==> src/rtl/async_input_pkg.sv <==
// Shared constants and helpers for the async input conditioner.
// Event-select encodings and the effective debounce limit rule live here.
package async_input_pkg;

  localparam logic [1:0] EVT_NONE = 2'b00;
  localparam logic [1:0] EVT_RISE = 2'b01;
  localparam logic [1:0] EVT_FALL = 2'b10;
  localparam logic [1:0] EVT_BOTH = 2'b11;

  // A zero limit would never let the level move, so it is treated as 1.
  function automatic logic [31:0] eff_limit(input logic en, input logic [31:0] limit);
    if (!en || limit == 32'd0) return 32'd1;
    return limit;
  endfunction

endpackage

==> src/rtl/async_input_cond_ch.sv <==
// One conditioner channel: sync chain, debounce filter, registered edges, stretcher, event counter.
// Latency in -> level is SYNC_STAGES + L cycles; edge pulses follow one cycle later. No backpressure.
module input_cond_ch
  import async_input_pkg::*;
#(
  parameter int   SYNC_STAGES = 2,
  parameter logic RESET_VAL   = 1'b1,
  parameter int   DEBOUNCE_W  = 16,
  parameter int   STRETCH_W   = 24,
  parameter int   CNT_W       = 8
) (
  input  logic                  clk27,
  input  logic                  reset_n,
  input  logic                  raw,
  input  logic                  debounce_en,
  input  logic [DEBOUNCE_W-1:0] debounce_limit,
  input  logic [1:0]            evt_sel,
  input  logic                  evt_cnt_clr,
  output logic                  level,
  output logic                  rise,
  output logic                  fall,
  output logic                  stretch,
  output logic [CNT_W-1:0]      evt_cnt
);

  logic [SYNC_STAGES-1:0] sync;
  logic                   s;
  logic                   level_d;
  logic                   evt;
  logic [DEBOUNCE_W-1:0]  dcnt;
  logic [STRETCH_W-1:0]   scnt;
  logic [31:0]            lim_m1;

  assign s       = sync[SYNC_STAGES-1];
  assign lim_m1  = eff_limit(debounce_en, 32'(debounce_limit)) - 32'd1;
  assign evt     = (evt_sel[1] & fall) | (evt_sel[0] & rise);
  assign stretch = (scnt != '0);

  always_ff @(posedge clk27 or negedge reset_n) begin
    if (!reset_n) begin
      sync    <= {SYNC_STAGES{RESET_VAL}};
      level   <= RESET_VAL;
      level_d <= RESET_VAL;
      dcnt    <= '0;
      rise    <= 1'b0;
      fall    <= 1'b0;
      scnt    <= '0;
      evt_cnt <= '0;
    end else begin
      sync    <= {sync[SYNC_STAGES-2:0], raw};
      level_d <= level;
      rise    <= level & ~level_d;
      fall    <= ~level & level_d;

      // >= rather than == so a limit lowered mid-count still releases the level.
      if (s == level) begin
        dcnt <= '0;
      end else if (32'(dcnt) >= lim_m1) begin
        level <= s;
        dcnt  <= '0;
      end else begin
        dcnt <= dcnt + 1'b1;
      end

      if (evt)              scnt <= '1;
      else if (scnt != '0)  scnt <= scnt - 1'b1;

      if (evt_cnt_clr)      evt_cnt <= evt ? CNT_W'(1) : '0;
      else if (evt)         evt_cnt <= evt_cnt + 1'b1;
    end
  end

endmodule

==> src/rtl/async_input_conditioner.sv <==
// Multi-channel conditioner for asynchronous board inputs; NUM_CH independent channel instances.
// Latency in_i -> level_o is SYNC_STAGES + L cycles; edge pulses one cycle later. No backpressure.
module async_input_conditioner
  import async_input_pkg::*;
#(
  parameter int                NUM_CH      = 4,
  parameter int                SYNC_STAGES = 2,
  parameter logic [NUM_CH-1:0] RESET_VAL   = {NUM_CH{1'b1}},
  parameter int                DEBOUNCE_W  = 16,
  parameter int                STRETCH_W   = 24,
  parameter int                CNT_W       = 8
) (
  input  logic                    clk27,
  input  logic                    reset_n,
  input  logic [NUM_CH-1:0]       in_i,
  input  logic [NUM_CH-1:0]       debounce_en,
  input  logic [DEBOUNCE_W-1:0]   debounce_limit,
  input  logic [2*NUM_CH-1:0]     evt_sel,
  input  logic [NUM_CH-1:0]       evt_cnt_clr,
  output logic [NUM_CH-1:0]       level_o,
  output logic [NUM_CH-1:0]       rise_o,
  output logic [NUM_CH-1:0]       fall_o,
  output logic [NUM_CH-1:0]       stretch_o,
  output logic [NUM_CH*CNT_W-1:0] evt_cnt_o
);

  for (genvar i = 0; i < NUM_CH; i++) begin : g_ch
    input_cond_ch #(
      .SYNC_STAGES (SYNC_STAGES),
      .RESET_VAL   (RESET_VAL[i]),
      .DEBOUNCE_W  (DEBOUNCE_W),
      .STRETCH_W   (STRETCH_W),
      .CNT_W       (CNT_W)
    ) u_ch (
      .clk27          (clk27),
      .reset_n        (reset_n),
      .raw            (in_i[i]),
      .debounce_en    (debounce_en[i]),
      .debounce_limit (debounce_limit),
      .evt_sel        (evt_sel[2*i +: 2]),
      .evt_cnt_clr    (evt_cnt_clr[i]),
      .level          (level_o[i]),
      .rise           (rise_o[i]),
      .fall           (fall_o[i]),
      .stretch        (stretch_o[i]),
      .evt_cnt        (evt_cnt_o[i*CNT_W +: CNT_W])
    );
  end

endmodule

==> config.mk <==
export PLATFORM = sky130hd
export DESIGN_NAME = async_input_conditioner
export DESIGN_NICKNAME = d
export VERILOG_FILES = /design/src/rtl/async_input_pkg.sv /design/src/rtl/async_input_cond_ch.sv /design/src/rtl/async_input_conditioner.sv
export SDC_FILE = /design/constraint.sdc
export NUM_CORES = 1
export LEC_CHECK = 0
export ABC_CLOCK_PERIOD_IN_PS = 2740
export CAP_MARGIN = 0
export CELL_PAD_IN_SITES_DETAIL_PLACEMENT = 2
export CELL_PAD_IN_SITES_GLOBAL_PLACEMENT = 2
export CORE_UTILIZATION = 38
export CTS_CLUSTER_DIAMETER = 100
export DETAILED_ROUTE_END_ITERATION = 12
export GPL_TIMING_DRIVEN = 0
export PLACE_DENSITY = 0.8
export SYNTH_ARGS = -nofsm -noshare
export SYNTH_HDL_FRONTEND = slang
export SYNTH_SLANG_ARGS = --single-unit
==> constraint.sdc <==
create_clock -name clk27 -period 2.74 [get_ports clk27]
set_input_delay 0.548 -clock clk27 [delete_from_list [all_inputs] [get_ports clk27]]
set_output_delay 0.548 -clock clk27 [all_outputs]
set_load 0.01 [all_outputs]
After elaboration in Yosys (flattened, before gate mapping)
Cells that the tools add are included.
W data, S select, Z words.
{ "totals": {"inputBits": 38, "mem_bits_rw": 0, "out_inout_bits": 48, "latchBits": 0, "romBits": 0, "regBits": 216, "elab_cells": 153, "mem_count": 0} }
{ "op_classes": {"reduce_logical": 25, "addsub": 16, "shift": 0, "mul": 0, "n_bitwise": 32, "n_eq_ne": 4, "mux": 40, "n_div": 0, "n_lt_le_gt_ge": 4} }
{ "ops": {"columns": ["op", "n"], "rows": [
  ["$mux W32", 8],
  ["$mux W24", 8],
  ["$ge A16 B32 Y1", 4],
  ["$mux W16", 8],
  ["$sub A32 B1 Y32 const B", 4],
  ["$reduce_bool A24 Y1", 4],
  ["$sub A24 B1 Y24 const B", 4],
  ["$add A16 B1 Y16 const B", 4],
  ["$mux W8", 8],
  ["$add A8 B1 Y8 const B", 4],
  ["$and A1 B1 Y1", 16],
  ["$logic_not A16 Y1", 1],
  ["$reduce_bool A2 Y1", 8],
  ["$not A1 Y1", 12],
  ["$mux W1", 8],
  ["$reduce_and A2 Y1", 4],
  ["$eq A1 B1 Y1", 4],
  ["$logic_not A1 Y1", 4],
  ["$logic_or A1 B1 Y1", 4],
  ["$or A1 B1 Y1", 4]
]} }

Longest topological paths before layout
{ "depth": {"ltp_word": 8, "depth_mapped": 21, "depth_no_buf": 16} }

Cells and area by module
From an unflattened synthesis, not the netlist that was laid out.
{ "unflattened": {"cells_unflattened": 1505, "area_unflattened_um2": 13963.4} }
{ "modules_own_cells": {"columns": ["mod", "seq_area_each_um2", "instances", "cells_per_inst", "area_each_um2"], "rows": [
  ["input_cond_ch at g_ch[0].u_ch ...", 1356.3, 3, 378, 3512.1],
  ["input_cond_ch at g_ch[1].u_ch", 1356.3, 1, 371, 3427.0]
]} }

Least setup slack after synthesis
OpenSTA, ideal clock, no wires.
{ "synth_path": {"kind": "in2reg", "start": "input debounce_limit[3]", "end": "register g_ch[3].u_ch.dcnt[10]", "n_path_buf": 5, "setup_time_ns": 0.132, "arrival_ns": 4.933, "slack_ns": -2.325, "stages": 21, "required_ns": 2.608, "path_cell_list": "or4_1 > buf_2 > or4_4 > buf_6 > or2_1 > buf_6 > nand2_1 > nor2_1 > ha_1 > clkbuf_1 > nand3_1 > o21ai_0 > a21o_1 > ha_1 > nand4_1 > or3_1 > nor3_1 > a211oi_1 > o31ai_1 > clkbuf_1 > nor2_1"} }
{ "synth_via": {"elab_chain_len": 8} }
{ "synth_rtl": {"columns": ["item", "line_no", "rtl"], "rows": [
  ["from (decl)", "async_input_conditioner.sv:17", "input logic [DEBOUNCE_W-1:0] debounce_limit,"],
  ["$logic_not A16 Y1", "async_input_pkg.sv:12", "if (!en || limit == 32'd0) return 32'd1;"],
  ["$logic_or A1 B1 Y1", "async_input_pkg.sv:12", null],
  ["$mux W1", "async_input_pkg.sv:12", null],
  ["$mux W32 *", "async_input_pkg.sv:13", "return limit;"],
  ["$sub A32 B1 Y32 *", "async_input_cond_ch.sv:35", "assign lim_m1 = eff_limit(debounce_en, 32'(debounce_limit)) - 32'd1;"],
  ["$ge A16 B32 Y1 *", "async_input_cond_ch.sv:58", "end else if (32'(dcnt) >= lim_m1) begin"],
  ["$mux W16 *", "async_input_cond_ch.sv:58", null],
  ["$mux W16 *", "async_input_cond_ch.sv:56", "if (s == level) begin"],
  ["to (signal assigned)", "async_input_cond_ch.sv:62", "dcnt <= dcnt + 1'b1;"],
  ["to (decl)", "async_input_cond_ch.sv:30", "logic [DEBOUNCE_W-1:0] dcnt;"]
]} }
Every way passes the cells marked *; elsewhere a longest branch is shown, timed or not.
A chain may end at the register's enable or synchronous reset.

Final worst setup path
{ "layout_path": {"start": "input debounce_limit[14]", "end": "register g_ch[1].u_ch.dcnt[4]"} }
{ "layout_via": {"elab_chain_len": 8} }
{ "layout_rtl": {"columns": ["item", "line_no"], "rows": [
  ["$logic_not A16 Y1", "async_input_pkg.sv:12"],
  ["$logic_or A1 B1 Y1", "async_input_pkg.sv:12"],
  ["$mux W1", "async_input_pkg.sv:12"],
  ["$mux W32 *", "async_input_pkg.sv:13"],
  ["$sub A32 B1 Y32 *", "async_input_cond_ch.sv:35"],
  ["$ge A16 B32 Y1 *", "async_input_cond_ch.sv:58"],
  ["$mux W16 *", "async_input_cond_ch.sv:58"],
  ["$mux W16 *", "async_input_cond_ch.sv:56"],
  ["to (signal assigned)", "async_input_cond_ch.sv:62"],
  ["to (decl)", "async_input_cond_ch.sv:30"]
]} }
Marks and branches as above.

==> results.md <==
- Gpl congestion: 0.777
- Commonest cells after routing, fill and taps aside: dfrtp_1, nand2_1, nor2_1
- Cell row count: 66
- Switching part of the total: 33.0%
- Hold WC Path Type: in -> reg
- Clk pin slew, worst setup/hold paths: 0.06 ns
- Psw: 3.54 mW
- Sink Count: 216
- Top cells by area, synth: dfrtp_1, ha_1, xnor2_1, xor2_1, nand2_1
- Internal power: 7.19 mW
- Clk_lat worst skew: 0.55 ns
- Crit. End Element: flip-flop
- Grt total ovfl: 0
- Worst Skew: 0.0168 ns
- Post-synth EDFFs: 0
- Total nets after synthesis: 1,501
- Via count: 11,269
- Post-Route WL: 44.1 mm
- Core Area: 0.0327 sq mm
- Nets@finish: 1,684
- CTS tree: built
- Residual DRC: 0
- Share of cells above drive strength 1: 21.5%
- Critical path class: in -> reg
- Initial antenna violation count: 1
- Fmax: 240 MHz
- Dpl cells: 1,901
- Clock network power share: 35.6%
- Netlist cell types: 65
- Rel. slew slack: 19.8%
- FF+latch count, synth: 216
- Actual slew at the worst max-slew pin: 1.19 ns
- Clk buf depth: 3
- Main synth FF type: dfrtp_1
- Vias in the first global route: 12,665
- Htree depth: 1
- Sequential Power Share: 37.1%
- Req. time, crit path: 3.18 ns
- Final worst path period share: 152%
- Register area share after synthesis: 42.7%
- RSZ-0062 raised after global routing: yes
- Clock Tree Root: clkbuf_16
- Post-DP HPWL: 26.9 mm
- Biggest area consumer among synthesized cells: dfrtp_1
- Synth async-reset ratio: 100%
- Starting Density: 38.9%
- DRT iter0 DRCs: 434
- Pwr dens: 644 mW/mm^2
- Wirelength per Cell: 21.8 microns
- IO Pins: 86
- Startpoint types: primary input
- Slew Limit Fails: 0
- Filler cell count: 3,391
- Buffers on Ports: 78
- Finished Layout Cells: 2,025
- Layout Utilization: 50.9%
- Total CTS buffers: 26
- Max Cap Viol: 0
- Mapped cell area: 0.0127 sq mm
- GRT Overall Usage: 24.9%
- Die Height: 185 microns
- First-pass GRT wire length: 67.8 mm
- Antenna-violating nets left: 0
- Post-layout minimum cycle time: 4.17 ns
- Worst-case hold slack: 0.353 ns
- Vias per std cell: 5.56
- Logic pwr share: 27.2%
- Mean Syn Cell Area: 9.22 sq um
- Most common cell after layout, fill and taps aside: dfrtp_1
- Largest net degree at the start of global routing: 100
- Final worst slack: -1.43 ns
- Status: finished with violations
- DRT Pass-1 Iters: 4
- DIE WIDTH: 185 microns
- Die ar.: 0.0342 sq mm
- Top-area cell type share of the netlist area: 39.4%
- Failing checks: setup timing
- Lkg Pwr: 6.58 nW
- Peak supply drop: 0.475 mV
- Setup-failing EPs final: 70
- Area grow syn2layout: 31.1%
- Crit path DAT: 4.61 ns
- Warnings from Yosys: 0
- Cells after Synth: 1,379
- CP Max Fanout: 7
- Final hold vios: 0
[cells in the mapped netlist (3+ instances only)]
cell type / number
nor2b_1: 19
nand4b_1: 5
nand3_1: 67
a31oi_1: 3
nor2_1: 157
a32oi_1: 6
a21boi_0: 4
a211oi_1: 8
and2_1: 3
and2_4: 4
o21a_1: 5
o211ai_1: 5
dfstp_2: 16
nor4_1: 30
nor3_1: 40
buf_6: 6
o21ai_1: 5
clkbuf_1: 38
nand2b_1: 14
xor2_1: 80
a21oi_1: 38
o31ai_1: 6
or3_1: 34
xnor2_1: 80
o41ai_1: 3
o21ai_0: 59
buf_4: 16
inv_1: 26
ha_1: 84
dfrtp_1: 200
nand4_1: 28
mux2_2: 5
nand2_1: 180
nand3b_1: 4
a22o_1: 4
or4_1: 12
a21o_1: 10
a22oi_1: 11
and3_1: 27
[power groups by stage]
stage	Clock, mW	Sequential, mW	Combinational (mW)
4_1_cts	3.92	3.96	2.67
6_report	3.82	3.98	2.92
5_1_grt	4.03	4.03	3.18
3_3_place_gp	0	4.01	2.11
2_1_floorplan	0	3.91	1.44
3_5_place_dp	0	4.03	2.24
[final timing paths]
check / start / endpoint / slack (ns) / cells past startpoint
worst min-delay path: evt_cnt_clr[0] / g_ch[0].u_ch.evt_cnt[4] / 0.35 / 2
min in group asynchronous: reset_n / g_ch[2].u_ch.scnt[8] / 0.51 / 2
worst max register to register: g_ch[0].u_ch.scnt[6] / g_ch[0].u_ch.scnt[17] / 0.15 / 8
worst min register to register: g_ch[0].u_ch.sync[0] / g_ch[0].u_ch.sync[1] / 0.35 / 0
worst max-delay path: debounce_limit[14] / g_ch[1].u_ch.dcnt[4] / -1.43 / 21
max in group asynchronous: reset_n / g_ch[0].u_ch.scnt[17] / 1.00 / 4
[through the flow]
stage          setup slack (ns)  TNS [ns]  power [mW]  instance area (sq um)
6_report                  -1.43    -89.68        10.7                  16700
5_1_grt                   -1.56    -98.65        11.2                  16700
2_1_floorplan             -1.70   -105.04        5.36                  12900
3_5_place_dp              -3.23   -202.82        6.27                  14300
3_3_place_gp              -8.60  -1995.78        6.11                  14200
4_1_cts                   -1.35    -84.91        10.5                  16200
[per-layer routing]
layer / up-vias / wire (microns) / global-route usage (%)
li1: 5178 / - / -
met1: 5812 / 18100 / 30.0
met2: 183 / 23400 / 46.5
met3: 96 / 1230 / 2.77
met4: 0 / 1320 / 6.94
met5: - / 0 / 0
[cell type report]
type / instances / area, sq um / area share [%]
clock inverter: 18 / 250 / 1.50
multi-input combinational: 1076 / 7720 / 46.4
timing repair buffer: 164 / 1530 / 9.16
antenna: 1 / 2.50 / 0.0150
tap: 442 / 553 / 3.32
inverter: 26 / 97.6 / 0.586
clock buffer: 30 / 696 / 4.18
buffer: 52 / 382 / 2.29
sequential: 216 / 5430 / 32.6
[registers in the layout, summed over array words and instances, names as in the netlist]
signal and count:
g_ch.u_ch.level 4, g_ch.u_ch.sync 8, g_ch.u_ch.evt_cnt 32, g_ch.u_ch.level_d 4, g_ch.u_ch.dcnt 64, g_ch.u_ch.fall 4
g_ch.u_ch.rise 4, g_ch.u_ch.scnt 96
[kinds of logic after synthesis]
| logic type | share of synthesized area [%] |
|---|---|
| AOI/OAI and AO/OA | 9.22 |
| xor gates and xnor gates | 11.3 |
| adders and majority gates | 8.27 |
| buffers and inverters | 3.41 |
| DFF | 42.7 |
| muxes | 0.522 |
| and+or+nand+nor | 24.6 |
[worst max-delay path, cell delays in order]
cell	delay, ns
clkdlybuf4s50_1	0.51
nor4_2	0.39
nand3_2	0.16
or2_1	0.27
buf_6	0.14
buf_4	0.13
nand2_4	0.09
nor2_4	0.05
ha_4	0.20
buf_8	0.13
a21boi_4	0.17
nand2_2	0.11
a32oi_2	0.12
ha_1	0.38
nand4_1	0.15
nor2_2	0.21
o21a_1	0.20
a211oi_4	0.10
a2bb2oi_4	0.29
buf_6	0.19
nor2_2	0.05
[what timing repair did]
item,in CTS,in global routing
resized for setup,160,95
buffers inserted,64,15
endpoints found under the hold margin,47,0
pin swaps,49,63
hold buffers,1,0
cloned,4,0
setup endpoints to repair,90,96
Power figures use the tool's default switching activity.
